File: src/rtl/trigger_scheduler.sv
// Round-robin trigger scheduler: serializes each granted request as start/tag/parity on Trig.
// Optional parity-error injection (InjErr port) is built when TRIG_ERRINJ_EN is defined.
module trigger_scheduler #(
  parameter int NREQ   = 4,
  parameter int MAXBUF = 4,
  parameter int MINGAP = 1
) (
  input  logic            Clock,
  input  logic            ResetN,
  input  logic [NREQ-1:0] Req,
  input  logic            Release,
`ifdef TRIG_ERRINJ_EN
  input  logic            InjErr,
`endif
  output logic            Trig,
  output logic [NREQ-1:0] Grant,
  output logic [1:0]      TagOut,
  output logic [3:0]      Credits,
  output logic            Busy,
  output logic [15:0]     NDrop,
  output logic            RelErr
);

  localparam int         PW       = (NREQ > 1) ? $clog2(NREQ) : 1;
  localparam logic [3:0] MAXC     = 4'(MAXBUF);
  localparam logic [2:0] GAP_LOAD = (MINGAP > 0) ? 3'(MINGAP - 1) : 3'd0;

  typedef enum logic [2:0] {S_IDLE, S_START, S_TB1, S_TB0, S_PAR, S_GAP} state_t;

  state_t          state_q, state_d;
  logic [2:0]      gap_q, gap_d;
  logic [NREQ-1:0] pend_q, pend_d;
  logic [PW-1:0]   ptr_q, ptr_d;
  logic [1:0]      tag_q, tag_d;
  logic [1:0]      tagout_q, tagout_d;
  logic [3:0]      credits_q, credits_d;
  logic [15:0]     ndrop_q, ndrop_d;
  logic            relerr_q, relerr_d;
  logic            inj_q, inj_d;
  logic            trig_q, trig_d;
  logic [NREQ-1:0] grant_q, grant_d;

  logic            eligible, start, rel_ok, inj_set;
  logic [PW-1:0]   win_idx;
  logic [NREQ-1:0] win_oh;
  logic [4:0]      drops;
  logic [16:0]     ndrop_sum;

`ifdef TRIG_ERRINJ_EN
  assign inj_set = InjErr;
`else
  assign inj_set = 1'b0;
`endif

  // State register (all sequential state)
  always_ff @(posedge Clock) begin
    if (!ResetN) begin
      state_q   <= S_IDLE;
      gap_q     <= '0;
      pend_q    <= '0;
      ptr_q     <= '0;
      tag_q     <= '0;
      tagout_q  <= '0;
      credits_q <= MAXC;
      ndrop_q   <= '0;
      relerr_q  <= 1'b0;
      inj_q     <= 1'b0;
      trig_q    <= 1'b0;
      grant_q   <= '0;
    end else begin
      state_q   <= state_d;
      gap_q     <= gap_d;
      pend_q    <= pend_d;
      ptr_q     <= ptr_d;
      tag_q     <= tag_d;
      tagout_q  <= tagout_d;
      credits_q <= credits_d;
      ndrop_q   <= ndrop_d;
      relerr_q  <= relerr_d;
      inj_q     <= inj_d;
      trig_q    <= trig_d;
      grant_q   <= grant_d;
    end
  end

  // Next-state logic
  always_comb begin
    eligible = (|pend_q) && (credits_q != 4'd0);
    state_d  = state_q;
    gap_d    = gap_q;
    unique case (state_q)
      S_IDLE:  if (eligible) state_d = S_START;
      S_START: state_d = S_TB1;
      S_TB1:   state_d = S_TB0;
      S_TB0:   state_d = S_PAR;
      S_PAR: begin
        if (MINGAP > 0) begin
          state_d = S_GAP;
          gap_d   = GAP_LOAD;
        end else begin
          state_d = eligible ? S_START : S_IDLE;
        end
      end
      S_GAP: begin
        if (gap_q == 3'd0) state_d = eligible ? S_START : S_IDLE;
        else               gap_d   = gap_q - 3'd1;
      end
      default: state_d = S_IDLE;
    endcase
  end

  // Arbitration: lowest pending index at or above the pointer, else lowest overall
  always_comb begin
    start   = (state_d == S_START);
    win_idx = '0;
    for (int i = NREQ - 1; i >= 0; i--)
      if (pend_q[i]) win_idx = PW'(i);
    for (int i = NREQ - 1; i >= 0; i--)
      if (pend_q[i] && (PW'(i) >= ptr_q)) win_idx = PW'(i);
    win_oh = '0;
    if (start) win_oh[win_idx] = 1'b1;
  end

  // Datapath next values
  always_comb begin
    ptr_d = ptr_q;
    if (start) ptr_d = (win_idx == PW'(NREQ - 1)) ? '0 : win_idx + 1'b1;

    drops = '0;
    for (int i = 0; i < NREQ; i++)
      if (Req[i] && pend_q[i] && !win_oh[i]) drops = drops + 5'd1;
    ndrop_sum = {1'b0, ndrop_q} + {12'd0, drops};
    ndrop_d   = ndrop_sum[16] ? 16'hFFFF : ndrop_sum[15:0];
    pend_d    = (pend_q & ~win_oh) | Req;

    rel_ok    = Release && (credits_q != MAXC);
    relerr_d  = relerr_q | (Release && (credits_q == MAXC));
    credits_d = credits_q - {3'd0, start} + {3'd0, rel_ok};

    tag_d    = (state_q == S_PAR) ? tag_q + 2'd1 : tag_q;
    tagout_d = start ? tag_d : tagout_q;
    // The armed error is consumed by the parity bit being launched now
    inj_d    = (inj_q && (state_d != S_PAR)) || inj_set;
  end

  // Output logic: registered line bit and grant for the state being entered
  always_comb begin
    trig_d  = 1'b0;
    grant_d = win_oh;
    unique case (state_d)
      S_START: trig_d = 1'b1;
      S_TB1:   trig_d = tagout_q[1];
      S_TB0:   trig_d = tagout_q[0];
      S_PAR:   trig_d = ~(tagout_q[1] ^ tagout_q[0]) ^ inj_q;
      default: trig_d = 1'b0;
    endcase
  end

  assign Trig    = trig_q;
  assign Grant   = grant_q;
  assign TagOut  = tagout_q;
  assign Credits = credits_q;
  assign Busy    = (state_q != S_IDLE);
  assign NDrop   = ndrop_q;
  assign RelErr  = relerr_q;

endmodule

File: config.mk
export PLATFORM = sky130hd
export DESIGN_NAME = trigger_scheduler
export DESIGN_NICKNAME = d
export VERILOG_FILES = /design/src/rtl/trigger_scheduler.sv
export SDC_FILE = /design/constraint.sdc
export NUM_CORES = 1
export LEC_CHECK = 0
export BUFFER_PORTS_ARGS = -buffer_cell sky130_fd_sc_hd__buf_2
export CAP_MARGIN = 20
export CORE_MARGIN = 2
export CORE_UTILIZATION = 46
export DETAILED_ROUTE_END_ITERATION = 6
export GPL_TIMING_DRIVEN = 0
export PLACE_DENSITY = 0.64
export SYNTH_ARGS = -nofsm -noshare
export SYNTH_HDL_FRONTEND = slang
export SYNTH_SLANG_ARGS = --single-unit
File: constraint.sdc
create_clock -name Clock -period 6.15 [get_ports Clock]
set_clock_uncertainty 0.05 [all_clocks]
set_input_delay 0.615 -clock Clock [delete_from_list [all_inputs] [get_ports Clock]]
set_output_delay 0.615 -clock Clock [all_outputs]
set_load 0.02 [all_outputs]
== Yosys cells after proc, flatten, opt, wreduce, memory -nomap -nowiden ==
Cells that the tools add are included.

* Memory bits (read-only): 0
* Latch bits: 0
* Bits in writable memories: 0
* Flip-flop bits (word level): 43
* Bits of input ports: 7
* Logic and storage cells: 101
* Memories: 0

* Magnitude comparators: 6
* Bitwise logic cells: 7
* Reduce and logical (&&, ||, !) cells: 28
* Div/mod/pow operators: 0
* Equality and inequality tests: 14
* Multiply operators: 0
* Shifts and indexed selects: 0
* Mux-type cells: 25
* Add/subtract/negate cells: 9

{| class="wikitable"
|+ Operator list
! cell !! count
|-
| $mux W2 || 10
|-
| $pmux W3 S6 || 1
|-
| $add A16 B5 Y17 || 1
|-
| $logic_and A1 B1 Y1 || 17
|-
| $mux W16 || 1
|-
| $add A5 B1 Y5 const B || 3
|-
| $mux W5 || 3
|-
| $eq A3 B2 Y1 const B || 4
|-
| $eq A3 B3 Y1 const B || 3
|-
| $mux W3 || 3
|-
| $eq A3 B1 Y1 const B || 2
|-
| $logic_not A3 Y1 || 2
|-
| $pmux W3 S2 || 1
|-
| $add A2 B1 Y2 const B || 2
|-
| $add A4 B1 Y4 || 1
|-
| $and A4 B4 Y4 || 1
|-
| $eq A4 B3 Y1 const B || 1
|-
| $ge A1 B2 Y1 const A || 2
|-
| $ge A2 B2 Y1 const A || 2
|-
| $logic_not A1 Y1 || 4
|-
| $mux W4 || 1
|-
| $ne A4 B3 Y1 const B || 1
|-
| $not A4 Y4 || 1
|-
| $or A4 B4 Y4 || 1
|-
| other kinds (18) || 21
|}

== Logic depth before layout (Yosys ltp) ==
* Word-level depth: 24
* Mapped depth: 19
* Mapped depth without buffers: 18

== Worst setup path after synthesis ==
Ideal clock, no wire load.

* Path type: register to register
* From: register credits_q[2], in the netlist Credits[2]
* To: register ndrop_q[15], in the netlist NDrop[15]
* Required time: 5.984 ns
* Data arrival time: 4.210 ns
* Setup time: 0.116 ns
* Stages on the path, launching flop included: 19
* Clock period less this slack: 4.376 ns
* Slack: 1.774 ns
* Path through: dfxtp_1 inv_1 ha_1 nor3b_1 a2111oi_4 a21boi_1 and2_1 ha_1 or2_2 o221ai_1 ha_1 and4_1 xor2_1 ha_1 and3_1 a221oi_1 buf_2 nor4_1 o211a_1

* Cells in the longest elaborated chain, start to end: 18
* Elaborated cells on any way between the ends: 25
* Those cells by class: add/sub (4); eq/ne (1); mux (10); reduce/logical (10)

{| class="wikitable"
|+ RTL lines
! item !! line !! RTL
|-
| start: declaration || 36 || <nowiki>logic [3:0] credits_q, credits_d;</nowiki>
|-
| start signal: assignment || 77 || <nowiki>credits_q <= credits_d;</nowiki>
|-
| $reduce_bool A4 Y1 * || 88 || <nowiki>eligible = (|pend_q) && (credits_q != 4'd0);</nowiki>
|-
| $logic_and A1 B1 Y1 * || 88 ||
|-
| $mux W1 || 105 || <nowiki>if (gap_q == 3'd0) state_d = eligible ? S_START : S_IDLE;</nowiki>
|-
| $mux W3 || 105 ||
|-
| $pmux W3 S6 * || 91 || <nowiki>unique case (state_q)</nowiki>
|-
| $eq A3 B1 Y1 * || 114 || <nowiki>start = (state_d == S_START);</nowiki>
|-
| $mux W4 * || 121 || <nowiki>if (start) win_oh[win_idx] = 1'b1;</nowiki>
|-
| $logic_not A1 Y1 || 131 || <nowiki>if (Req[i] && pend_q[i] && !win_oh[i]) drops = drops + 5'd1;</nowiki>
|-
| [2 not listed] || n/a ||
|-
| $add A5 B1 Y5 || 131 ||
|-
| $mux W5 || 131 ||
|-
| $add A5 B1 Y5 || 131 ||
|-
| $mux W5 || 131 ||
|-
| $add A5 B1 Y5 || 131 ||
|-
| $mux W5 * || 131 ||
|-
| $add A16 B5 Y17 * || 132 || <nowiki>ndrop_sum = {1'b0, ndrop_q} + {12'd0, drops};</nowiki>
|-
| $mux W16 * || 133 || <nowiki>ndrop_d = ndrop_sum[16] ? 16'hFFFF : ndrop_sum[15:0];</nowiki>
|-
| end signal: assignment || 78 || <nowiki>ndrop_q <= ndrop_d;</nowiki>
|-
| end: declaration || 37 || <nowiki>logic [15:0] ndrop_q, ndrop_d;</nowiki>
|}

Mark *: on every way between the ends. The rest lies on a longest branch, timed or not.
A chain may end at the register's enable or synchronous reset.

== Worst setup path in the final report ==
* From: register gap_q[0]
* To: register ndrop_q[13], in the netlist NDrop[13]

* Cells in the longest elaborated chain, start to end: 16
* Elaborated cells on any way between the ends: 22
* Those cells by class: add/sub (4); eq/ne (1); mux (8); reduce/logical (9)

{| class="wikitable"
|+ RTL lines
! item !! line !! RTL
|-
| start: declaration || 31 || <nowiki>logic [2:0] gap_q, gap_d;</nowiki>
|-
| start signal: assignment || 72 || <nowiki>gap_q <= gap_d;</nowiki>
|-
| $logic_not A3 Y1 * || 105 ||
|-
| $mux W3 * || 105 ||
|-
| $pmux W3 S6 * || 91 ||
|-
| $eq A3 B1 Y1 * || 114 ||
|-
| $mux W4 * || 121 ||
|-
| $logic_not A1 Y1 || 131 ||
|-
| $logic_and A1 B1 Y1 || 131 ||
|-
| $mux W1 || 131 ||
|-
| $add A5 B1 Y5 || 131 ||
|-
| $mux W5 || 131 ||
|-
| $add A5 B1 Y5 || 131 ||
|-
| $mux W5 || 131 ||
|-
| $add A5 B1 Y5 || 131 ||
|-
| $mux W5 * || 131 ||
|-
| $add A16 B5 Y17 * || 132 ||
|-
| $mux W16 * || 133 ||
|}

Marked as above.

==> flow_metrics.env <==
export IMPL_avgSynthCellArea_um2=8.62
export IMPL_core_area_mm2=0.00504
export IMPL_initial_core_util=0.473
export IMPL_via_per_inst=5.31
export IMPL_synthAdderAreaFrac=0.116
export IMPL_synth_cell_types=49
export IMPL_fill_cells=475
export IMPL_insertion_delay_ps=300
export IMPL_routed_wl_mm=5.16
export IMPL_synth_cells=277
export IMPL_crit_type="reg -> reg"
export IMPL_synth_compound_gate_area_share=0.201
export IMPL_ys_ff_latch=43
export IMPL_rows=26
export IMPL_worstMarginPinSlew_ps=618
export IMPL_antenna_found_initial=0
export IMPL_port_buffer_count=35
export IMPL_grt_max_degree=15
export IMPL_finalSetupTns_ps=0
export IMPL_htreeDepth=2
export IMPL_postCtsHoldBufs=0
export IMPL_worstPathArrival_ps=5330
export IMPL_numCtsBuffers=5
export IMPL_multi_input_area_mm2=0.00140
export IMPL_clk_path_buf_depth=2
export IMPL_num_antenna_cells=0
export IMPL_slowest_delay_ps=680
export IMPL_clockRootBuffer="clkbuf_8"
export IMPL_first_iter_violations=73
export IMPL_dieWidth_um=76.0
export IMPL_drc=0
export IMPL_rsz0062_at_grt="no"
export IMPL_yosys_warnings=0
export IMPL_crit_path_frequent_cell="ha_1"
export IMPL_synth_flop_cell="dfxtp_1"
export IMPL_postRouteAntennaNets=0
export IMPL_syn_area_mm2=0.00239
export IMPL_met2_usage=0.335
export IMPL_synthesis_nets=305
export IMPL_path_buf_inv=2
export IMPL_end_kind="register"
export IMPL_synthXorXnorAreaFrac=0.0477
export IMPL_setup_viol=0
export IMPL_grt_usage=0.193
export IMPL_critical_path_top_delay_family="compound AO/OA/AOI/OAI gates"
export IMPL_grt_pass1_vias=2009
export IMPL_post_dp_cell_area_mm2=0.00265
export IMPL_cts_setup_buffers=0
export IMPL_report_final_slew_viol_count=0
export IMPL_drive_gt1_frac=0.169
export IMPL_post_route_min_period_ps=5140
export IMPL_top_usage_layer="met2"
export IMPL_met1_usage=0.236
export IMPL_synth_area_leaders="dfxtp_1 36%, ha_1 10%, a21oi_1 4.8%"
export IMPL_yosysTopAreaCell="dfxtp_1"
export IMPL_post_drt_wl_per_cell_um=13.2
export IMPL_fin_nets=347
export IMPL_r2r_slack_ps=1010
export IMPL_final_area_mm2=0.00279
export IMPL_regArea_um2=861
export IMPL_yosys_area_share_simple=0.211
export IMPL_reg2reg_depth=19
export IMPL_outcome="complete, no violations"
export IMPL_overflow=0
export IMPL_synthMuxAreaShare=0.00839
export IMPL_slew_headroom=0.588
export IMPL_finalPower_uw=1110
export IMPL_max_freq_mhz=195
export IMPL_dieArea_mm2=0.00578
export IMPL_synth_seq_area_share=0.361
export IMPL_drt_pass1_iter_count=4
export IMPL_cp_cell_sequence="inv_1 -> ha_1 -> ha_1 -> nand3_1 -> a2111oi_4 -> a21boi_1 -> and2_1 -> ha_1 -> or2_2 -> o221ai_1 -> ha_1 -> nand4_1 -> o31a_1 -> fa_1 -> nand2b_1 -> a21oi_1 -> nand3_1 -> clkbuf_1 -> a31oi_1"
export IMPL_gp_congestion=0.831
export IMPL_worstSetupStartpointType="register"
export IMPL_cp_num_cells=19
export IMPL_leakage_uw=0.00121
export IMPL_post_dp_hpwl_mm=3.85
export IMPL_via_count=2071
export IMPL_worstPathRequired_ps=6340
export IMPL_hp_class="reg -> reg"
export IMPL_finalHoldViolCount=0
export IMPL_holdPathStages=2
export IMPL_dieHeight_um=76.0
export IMPL_fin_crit_sh=0.836
export IMPL_use_met3=0.0355
export IMPL_clk_pin_slew_ps=90
export IMPL_cp_slowest_cell="a2111oi_4"
export IMPL_ir_worst_vdd_uv=168
export IMPL_cts_sinks=43
export IMPL_post_cts_resized=0
export IMPL_synth_top_family_by_area="simple AND/OR/NAND/NOR gates"
export IMPL_powerDensity_mw_per_mm2=398
export IMPL_cts_tree="done"
export IMPL_syn_to_final_growth_pct=16.7
export IMPL_grt_pass1_wl_mm=9.14
export IMPL_critical_path_max_fanout=10
export IMPL_async_flop_share=0
export IMPL_max_cap_violations=0
export IMPL_io_pins=36
export IMPL_synth_top_area_frac=0.361
export IMPL_synth_edff_count=0
metrics by stage:
stage | utilization | setup slack, ps | hold slack [ps] | std cells
after global routing | 0.553 | 491 | 434 | 390
after global placement | 0.526 | 1090 | 392 | 382
after floorplan | - | 1770 | 382 | 277
after CTS | 0.553 | 983 | 412 | 390
after detailed placement | 0.526 | 1080 | 399 | 382
final | 0.553 | 1010 | 407 | 390
tightest hold or removal path, stage by stage, from the launching register on:
cell and delay [ps]:
dfxtp_1 320, nand2_1 50, a21oi_1 50
worst paths after layout:
path                                       startpoint               endpoint
worst min register to register  gap_q[0]$_SDFFE_PN0P_  gap_q[0]$_SDFFE_PN0P_
worst max-delay path            gap_q[0]$_SDFFE_PN0P_   NDrop[13]$_SDFF_PN0_
worst max register to register  gap_q[0]$_SDFFE_PN0P_   NDrop[13]$_SDFF_PN0_
worst min-delay path            gap_q[0]$_SDFFE_PN0P_  gap_q[0]$_SDFFE_PN0P_
flip-flops by register name (all words and copies together), names as in the netlist, 3 cells and up:
name and cells:
NDrop 16, pend_q 4, Grant 4, gap_q 3, Credits 4, state_q 3
cell usage in the layout, fill, tap and decap left out, types with 3 or more instances in the layout:
cell,instances
clkbuf_8,5
or3_1,3
o21ai_0,7
ha_1,19
clkbuf_1,5
a21o_1,3
a211oi_1,6
nand2b_1,4
nand3_1,3
buf_2,38
and3_1,11
and4_1,3
nand2_1,23
a21oi_1,23
dfxtp_1,43
a311oi_1,3
nor2_1,21
inv_1,22
nor3_1,3
nand4_1,4
a31oi_1,9
and2_1,5
xor2_1,6
xnor2_1,7
o21a_1,3
where the power goes:
part	leakage [uW]	switching, uW	internal, uW	total (uW)
Sequential	0.000352	41.8	330	372
Combinational	0.000797	284	191	474
Clock	0.0000644	100	162	262
logic make-up (layout without fill, tap and decap cells):
| logic type | count (synthesis) | in the layout |
|---|---|---|
| xor gates and xnor gates | 13 | 13 |
| adders and majority gates | 21 | 21 |
| buffers and inverters | 32 | 75 |
| DFF | 43 | 43 |
| and+or+nand+nor | 95 | 95 |
| other | 1 | 1 |
| muxes | 2 | 2 |
| AOI/OAI and AO/OA | 70 | 70 |
layer usage:
| layer | vias up | routed length, um |
|---|---|---|
| li1 | 1072 | - |
| met1 | 943 | 2360 |
| met2 | 47 | 2510 |
| met3 | 9 | 201 |
| met4 | 0 | 91 |
| met5 | - | 0 |
synthesized netlist by cell type, types with 6 or more instances:
library cell  number
inv_1             22
and3_1            11
a211oi_1           6
a31oi_1            9
ha_1              19
a21oi_1           23
nand2_1           23
nor2_1            21
dfxtp_1           43
xnor2_1            7
xor2_1             6
o21ai_0            7
cell type report:
class | instances | share of cell area
flip-flops and latches | 43 | 0.309
clock buffers | 5 | 0.0247
plain buffers | 10 | 0.0162
well taps | 70 | 0.0314
inverters | 22 | 0.0296
repair buffers | 35 | 0.0629
multi-input cells | 202 | 0.502
clock inverters | 3 | 0.0242
(Power assumes the default switching activity.)
